**src/rtl/extra_table_lookup.sv**
```systemverilog
// Keyed lookup front-end for the 512x19 extra table RAM: issues reads, realigns data with tags,
// returns in-order responses through a 3-entry FWFT FIFO. Optional counters: EXTRA_TABLE_LOOKUP_STAT_EN.
module extra_table_lookup #(
  parameter int ADDR_WIDTH  = 9,
  parameter int DATA_WIDTH  = 19,
  parameter int TAG_WIDTH   = 8,
  parameter int TABLE_DEPTH = 512
) (
  input  logic                  clk,
  input  logic                  rst_n,
  input  logic                  req_valid,
  output logic                  req_ready,
  input  logic [ADDR_WIDTH-1:0] req_key,
  input  logic [TAG_WIDTH-1:0]  req_tag,
  output logic [ADDR_WIDTH-1:0] rd_addr,
  input  logic [DATA_WIDTH-1:0] rd_data,
  output logic                  rsp_valid,
  input  logic                  rsp_ready,
  output logic [DATA_WIDTH-1:0] rsp_data,
  output logic [TAG_WIDTH-1:0]  rsp_tag,
  output logic                  rsp_err,
  output logic                  busy
`ifdef EXTRA_TABLE_LOOKUP_STAT_EN
  ,
  output logic [31:0]           stat_req_cnt,
  output logic [31:0]           stat_err_cnt,
  output logic [15:0]           stat_stall_cnt
`endif
);

  typedef struct packed {
    logic [DATA_WIDTH-1:0] data;
    logic [TAG_WIDTH-1:0]  tag;
    logic                  err;
  } entry_t;

  entry_t                mem [3];
  entry_t                head;
  logic [1:0]            wr_ptr, rd_ptr, count;
  logic                  inflight, ready_en;
  logic [TAG_WIDTH-1:0]  pipe_tag;
  logic                  pipe_err;
  logic [ADDR_WIDTH-1:0] last_addr;
  logic [2:0]            occupancy;
  logic                  accept, key_err, push, pop;

  function automatic logic [1:0] next_ptr(input logic [1:0] p);
    return (p == 2'd2) ? 2'd0 : p + 2'd1;
  endfunction

  // Every accepted request holds a slot from accept until pop, so this can never exceed 3.
  assign occupancy = {1'b0, count} + {2'b00, inflight};
  assign req_ready = ready_en & (occupancy < 3'd3);
  assign accept    = req_valid & req_ready;
  assign key_err   = 32'(req_key) >= TABLE_DEPTH;
  assign rd_addr   = accept ? req_key : last_addr;

  assign push      = inflight;
  assign rsp_valid = (count != 2'd0);
  assign pop       = rsp_valid & rsp_ready;
  assign busy      = inflight | (count != 2'd0);

  // NOTE: the FIFO storage has no reset; outputs are gated by rsp_valid so stale entries never leak out.
  assign head      = mem[rd_ptr];
  assign rsp_data  = rsp_valid ? head.data : '0;
  assign rsp_tag   = rsp_valid ? head.tag  : '0;
  assign rsp_err   = rsp_valid & head.err;

  always_ff @(posedge clk) begin
    if (push) begin
      mem[wr_ptr] <= '{data: pipe_err ? '0 : rd_data, tag: pipe_tag, err: pipe_err};
    end
  end

  // NOTE: sequential state uses non-blocking assignments so every register sees pre-edge values.
  always_ff @(posedge clk or negedge rst_n) begin
    if (!rst_n) begin
      ready_en  <= 1'b0;
      inflight  <= 1'b0;
      pipe_tag  <= '0;
      pipe_err  <= 1'b0;
      last_addr <= '0;
      wr_ptr    <= 2'd0;
      rd_ptr    <= 2'd0;
      count     <= 2'd0;
    end else begin
      ready_en <= 1'b1;
      inflight <= accept;
      if (accept) begin
        pipe_tag  <= req_tag;
        pipe_err  <= key_err;
        last_addr <= req_key;
      end
      if (push) wr_ptr <= next_ptr(wr_ptr);
      if (pop)  rd_ptr <= next_ptr(rd_ptr);
      case ({push, pop})
        2'b10:   count <= count + 2'd1;
        2'b01:   count <= count - 2'd1;
        default: count <= count;
      endcase
    end
  end

`ifdef EXTRA_TABLE_LOOKUP_STAT_EN
  // Saturating event counters; they stick at all-ones instead of wrapping.
  always_ff @(posedge clk or negedge rst_n) begin
    if (!rst_n) begin
      stat_req_cnt   <= '0;
      stat_err_cnt   <= '0;
      stat_stall_cnt <= '0;
    end else begin
      if (accept && (stat_req_cnt != '1)) stat_req_cnt <= stat_req_cnt + 32'd1;
      if (accept && key_err && (stat_err_cnt != '1)) stat_err_cnt <= stat_err_cnt + 32'd1;
      if (rsp_valid && !rsp_ready && (stat_stall_cnt != '1)) stat_stall_cnt <= stat_stall_cnt + 16'd1;
    end
  end
`endif

endmodule
```
**config.mk**
```make
export PLATFORM = sky130hd
export DESIGN_NAME = extra_table_lookup
export DESIGN_NICKNAME = d
export VERILOG_FILES = /design/src/rtl/extra_table_lookup.sv
export SDC_FILE = /design/constraint.sdc
export NUM_CORES = 1
export LEC_CHECK = 0
export BUFFER_PORTS_ARGS = -buffer_cell sky130_fd_sc_hd__buf_2
export CORE_ASPECT_RATIO = 1.2
export CORE_MARGIN = 1
export CORE_UTILIZATION = 41
export CTS_BUF_LIST = sky130_fd_sc_hd__clkbuf_2 sky130_fd_sc_hd__clkbuf_4 sky130_fd_sc_hd__clkbuf_8
export CTS_CLUSTER_DIAMETER = 150
export DETAILED_ROUTE_END_ITERATION = 16
export GPL_TIMING_DRIVEN = 1
export SETUP_SLACK_MARGIN = 0.02
export SLEW_MARGIN = 15
export SYNTH_ARGS = -nofsm -noshare
export SYNTH_HDL_FRONTEND = slang
export SYNTH_SLANG_ARGS = --single-unit
```
**constraint.sdc**
```tcl
create_clock -name clk -period 5.1 [get_ports clk]
set_input_delay 0.765 -clock clk [delete_from_list [all_inputs] [get_ports clk]]
set_output_delay 0.765 -clock clk [all_outputs]
set_load 0.01 [all_outputs]
```
==> results.toml, run 1 <==
[timing]
rsz0062_at_grt = "false"
fin_crit_sh_pct = 65.69
tns_ps = 0
timing.final.max_slew_violations = 0
fmax_mhz = 298.5
maxSlewHeadroom_pct = 22.73
setup_viol_count_final = 0
setup_ws_ps = 1750
hold_viol = 0
tightest_slew_ps = 1154
finalCriticalPeriod_ps = 3350
fin_skew_ps = 9.230

[logic_synthesis]
synth_most_common_cell = "edfxtp_1"
ys.flop_type = "edfxtp_1"
synth.area.top_cells = "edfxtp_1 (58%), dfrtp_1 (15%), mux2_2 (12%), mux2i_1 (6.5%), nor2_1 (2.7%)"
synth_cell_type_count = 22
synth_commonest_cells = "edfxtp_1 (81), mux2_2 (44), nor2_1 (30)"
yosys_warnings = 0
netlist_area_um2 = 4189
synth_top_area_cell = "edfxtp_1"
ys_async_sr_fraction_pct = 23.58
syn_avg_cell_area_um2 = 17.03
syn_nets = 289
synth_top_cell_area_share_pct = 58.06
synth_edf_count = 81
syn_inst = 246
ys_seq_elements = 106
ys_seq_area_share_pct = 73.00

[setup_path]
critPathKind = "reg2out"
cp.required_ps = 4340
end_kind = "output pin"
worstPathCellList = "ha_1 -> ha_1 -> a2111oi_4 -> buf_4 -> mux2_2 -> buf_2"
setup.worst_path.start = "count[0]"
path_max_fanout = 16
crit_family = "adder cells"
crit_slowest_cell = "dfrtp_1"
worstPathArrival_ps = 2590
cp_common_cell = "ha_1"
timing.rr.start = "count[0]"
cp_slowest_stage_delay_ps = 450
start_kind = "flip-flop"
worst-path-buf-inv = 2
rrSetupSlack_ps = 2900

[placed_design]
place_area_um2 = 4736
place.gp.congestion = 0.6532
port_buffers = 78
dp_hpwl_um = 4587
dp.cells = 443
pre_cts_slack_ps = 2098

[drt]
wl_met2_um = 3604
wl_met1_um = 3067
routed_via_density = 4.808
top_layer_used = "met4"
postRouteAntennaNets = 0
dr.pass1.iters = 4
first_iter_violations = 60
num_vias = 2207
drc = 0
wl_per_cell_um = 15.60
routed-wl-met3_um = 401
drt-total-wl_um = 7159

[cts]
cts_resized = 0
cts_setup_buffers = 0
insertion_delay_ps = 360
holdBufCountCts = 0
cts-buffers-inserted = 9
cts_root_buf = "clkbuf_8"
cts_num_sinks = 106
cts_tree = "done"
cts.clk_slew.worst_paths_ps = 100
htree_levels = 3
cts_buffer_depth = 2

[grt]
grt_pass1_vias = 2347
grt_usage_pct = 14.49
antenna_found_initial = 0
grt_pass1_wl_um = 11360
grt_overflow = 0
grt_max_degree = 31

[power]
p_clk_share_pct = 18.6
p_int_w = 0.001843
pwr-share-seq_pct = 47.9
power_leakage_nw = 1.916
ir_drop_mv = 0.2668
total_power_w = 0.002722
power_density_nw_per_um2 = 551.4
p_sw_share_pct = 32.27
switchingPower_w = 0.0008781
p_comb_share_pct = 33.5

[floorplanning]
fp.dieW_um = 94.27
ios = 80
rows = 40
die-area_um2 = 10630
coreArea_um2 = 9960
initial_core_util_pct = 42.06
die_h_um = 112.7

[layout]
area_delta_synth_final_pct = 17.83
instances_no_fill = 459
antennaDiodeCount = 0
fin_nets = 371
drive_above_1_share_pct = 44.74
finalInstanceArea_um2 = 4936

[outcome]
status = "finished clean"

[flow_run]
cap_violations = 0

[worst_hold_path]
hp-class = "in2async"
[path summary, 6_finish.rpt]
kind	cells past startpoint	to
max in group asynchronous	1	rd_ptr[1]
min reg2reg	1	last_addr[8]
min	1	rd_ptr[0]
min in group clk	1	last_addr[8]
max	6	rd_addr[5]
max reg2reg	5	last_addr[2]
[stage by stage]
step | utilization, % | hold slack, ps
finish | 49.56 | 400.4
global route | 49.56 | 412.3
CTS | 49.56 | 401.3
detailed placement | 47.55 | 484.7
global placement | 47.55 | 473.9
floorplan | - | 455.3
[cell type report]
cell class | count | area [µm²]
Inverter | 5 | 18.77
Clock buffer | 11 | 145.1
Fill cell | 865 | 5024
Multi-Input combinational cell | 123 | 1072
Timing Repair Buffer | 83 | 427.9
Clock inverter | 5 | 55.05
Sequential cell | 106 | 3059
Tap cell | 126 | 157.7
[state kept, by name, indices dropped and copies added (netlist names)]
name,cells
count,2
inflight,1
last_addr,9
mem,81
pipe_tag,8
rd_ptr,2
ready_en,1
wr_ptr,2
[cell usage in the layout, fill, tap and decap left out, drive strengths merged]
master and count:
a2111oi 1, a211oi 1, a21o 3, buf 83, bufinv 1, clkbuf 11
clkinv 2, clkinvlp 2, conb 2, dfrtp 25, edfxtp 81, ha 3
inv 5, mux2 44, mux2i 27, nand2 3, nand2b 1, nor2 30
nor3 2, nor3b 1, o21ai 2, xnor2 2, xor2 1
[worst register-to-register path, cell delays in order, from the launching register on]
cell and delay, ps:
dfrtp_1 450, ha_1 230, ha_1 320, a2111oi_4 410, buf_4 310, mux2_2 370
[logic make-up after synthesis]
family / after synthesis / synth area share [%]
simple gates: 37 / 3.525
buf+inv: 17 / 1.882
fa+ha+maj: 3 / 0.8962
mux: 71 / 18.28
xor+xnor: 3 / 0.6274
other cells: 2 / 0.1793
flops: 106 / 73.00
compound gates: 7 / 1.613
[routing by layer]
layer	up-vias	track usage, %
met5	-	0
met4	0	5.538
met3	8	3.898
met2	57	24.83
met1	1080	17.23
li1	1062	-
[power by group through the flow]
stage | registers (W) | logic (W) | clock network (W)
2_1_floorplan | 0.00122 | 0.000691 | 0
3_3_place_gp | 0.00132 | 0.000925 | 0
3_5_place_dp | 0.00133 | 0.000936 | 0
4_1_cts | 0.00131 | 0.000940 | 0.000525
5_1_grt | 0.00133 | 0.00102 | 0.000558
6_report | 0.00130 | 0.000913 | 0.000506
(Power assumes the default switching activity.)
==> run 2, diff against run 1 <==
==> constraint.sdc (replaced) <==
create_clock -name clk -period 3.2 [get_ports clk]
set_input_delay 0.48 -clock clk [delete_from_list [all_inputs] [get_ports clk]]
set_output_delay 0.48 -clock clk [all_outputs]
set_load 0.01 [all_outputs]
==> results.toml, run 2 (synthesized netlist as in run 1, its figures left out) <==
[timing]
setup_viol_count_final = 0
fin_skew_ps = 12.61
tns_ps = 0
rsz0062_at_grt = "false"
hold_viol = 0
finalCriticalPeriod_ps = 3025
timing.final.max_slew_violations = 0
fmax_mhz = 330.6
fin_crit_sh_pct = 94.53
tightest_slew_ps = 929.0
maxSlewHeadroom_pct = 38.06

[floorplanning]
initial_core_util_pct = 42.06
die_h_um = 112.7
ios = 80
die-area_um2 = 10630
rows = 40
fp.dieW_um = 94.27
coreArea_um2 = 9960

[setup_path]
worstPathCellList = "ha_1 -> ha_1 -> a2111oi_4 -> buf_6 -> mux2_2 -> buf_2"
r2r_cells = 5
timing.rr.start = "count[0]"
cp_slowest_stage_delay_ps = 450
timing.rr.end = "last_addr[5]"
rrSetupSlack_ps = 1050
worst-path-buf-inv = 2
critPathKind = "reg2out"
end_kind = "output pin"
path_max_fanout = 16
cp_common_cell = "ha_1"
crit_slowest_cell = "dfrtp_1"
cp.required_ps = 2720
crit_cells = 6
crit_family = "adder cells"
worstPathArrival_ps = 2550
start_kind = "flip-flop"

[grt]
grt_pass1_vias = 2205
grt_max_degree = 31
grt_usage_pct = 14.49
antenna_found_initial = 0
grt_pass1_wl_um = 11170
grt_overflow = 0

[cts]
cts_root_buf = "clkbuf_8"
insertion_delay_ps = 370
cts-buffers-inserted = 9
cts_tree = "done"
htree_levels = 3
holdBufCountCts = 0
cts.clk_slew.worst_paths_ps = 100
cts_buffer_depth = 2
cts_num_sinks = 106

[layout]
antennaDiodeCount = 0
top_register = "mem"
final_common_cell = "edfxtp_1"
final_cell_mix = "edfxtp_1 (81), buf_2 (78), mux2_2 (44)"
largestRegisters = "mem (81), last_addr (9), pipe_tag (8)"
largest_reg_flops = 81
drive_above_1_share_pct = 44.94
fin_nets = 374
instances_no_fill = 462
final_util_pct = 49.69
area_delta_synth_final_pct = 18.13

[drt]
drc = 0
drt-total-wl_um = 7106
postRouteAntennaNets = 0
first_iter_violations = 94
num_vias = 2218
routed_via_density = 4.801
wl_per_cell_um = 15.38
dr.pass1.iters = 4

[placed_design]
place.gp.congestion = 0.6426
dp.cells = 446
dp_hpwl_um = 4506
port_buffers = 78

[power]
ir_drop_mv = 0.3587
power_leakage_nw = 1.934
power_density_nw_per_um2 = 871.9

[outcome]
status = "finished clean"

[worst_hold_path]
hp-class = "in2async"

[flow_run]
cap_violations = 0
-- run 2: cell types whose count changed in the layout (fill, tap and decap cells not counted) --
cell,delta
buf_4,+2
buf_6,+1
bufinv_16,-1
clkbuf_8,+2
clkinv_1,+1
clkinvlp_4,-2
-- run 2: metal layers --
metal | track usage [%] | share of wire [%]
met1 | 18.32 | 44
met2 | 22.85 | 49
met3 | 3.427 | 4.5
met4 | 8.000 | 2.0
met5 | 0 | 0
-- run 2: worst register-to-register path: cells and delay by family (launching register included) --
kind            cells  cell delay (ps)
flops               1              450
compound gates      1              430
fa+ha+maj           2              550
mux                 1              370
buf+inv             1              240
-- run 2: worst max path at each step --
stage	slack [ps]	start	endpoint
finish	170	count[0]	rd_addr[5]
global route	30	count[0]	rd_addr[7]
CTS	80	count[0]	rd_addr[5]
detailed placement	510	count[0]	rd_addr[5]
global placement	550	count[0]	rd_addr[3]
floorplan	270	inflight	mem[2][0]
-- run 2: what timing repair did --
item | in CTS | in global routing
setup buffers | 0 | 0
resized for setup | 0 | 1
endpoints found under the setup margin | 0 | 9
endpoints found under the hold margin | 0 | 0
-- run 2: stage by stage --
step	hold slack [ps]	area, µm²	power (W)	setup WS [ps]
after floorplan	184.4	4189	0.003041	271.6
after global placement	471.7	4758	0.003588	550.5
after detailed placement	481.5	4758	0.003617	507.7
after CTS	98.62	4945	0.004385	77.20
after global routing	120.1	4949	0.004586	33.51
final	89.82	4949	0.004315	174.9
-- run 2: final cells by class --
type | count | area [µm²]
Tap cell | 126 | 157.7
Clock inverter | 3 | 13.76
Sequential cell | 106 | 3059
Inverter | 5 | 18.77
Multi-Input combinational cell | 123 | 1072
Timing Repair Buffer | 86 | 454.2
Fill cell | 847 | 5011
Clock buffer | 13 | 172.7
-- run 2: where the power goes --
part / switching, W / internal, W
clock network: 0.000418 / 0.000351
logic: 0.000729 / 0.000746
registers: 0.000254 / 0.00182
total: 0.00140 / 0.00291
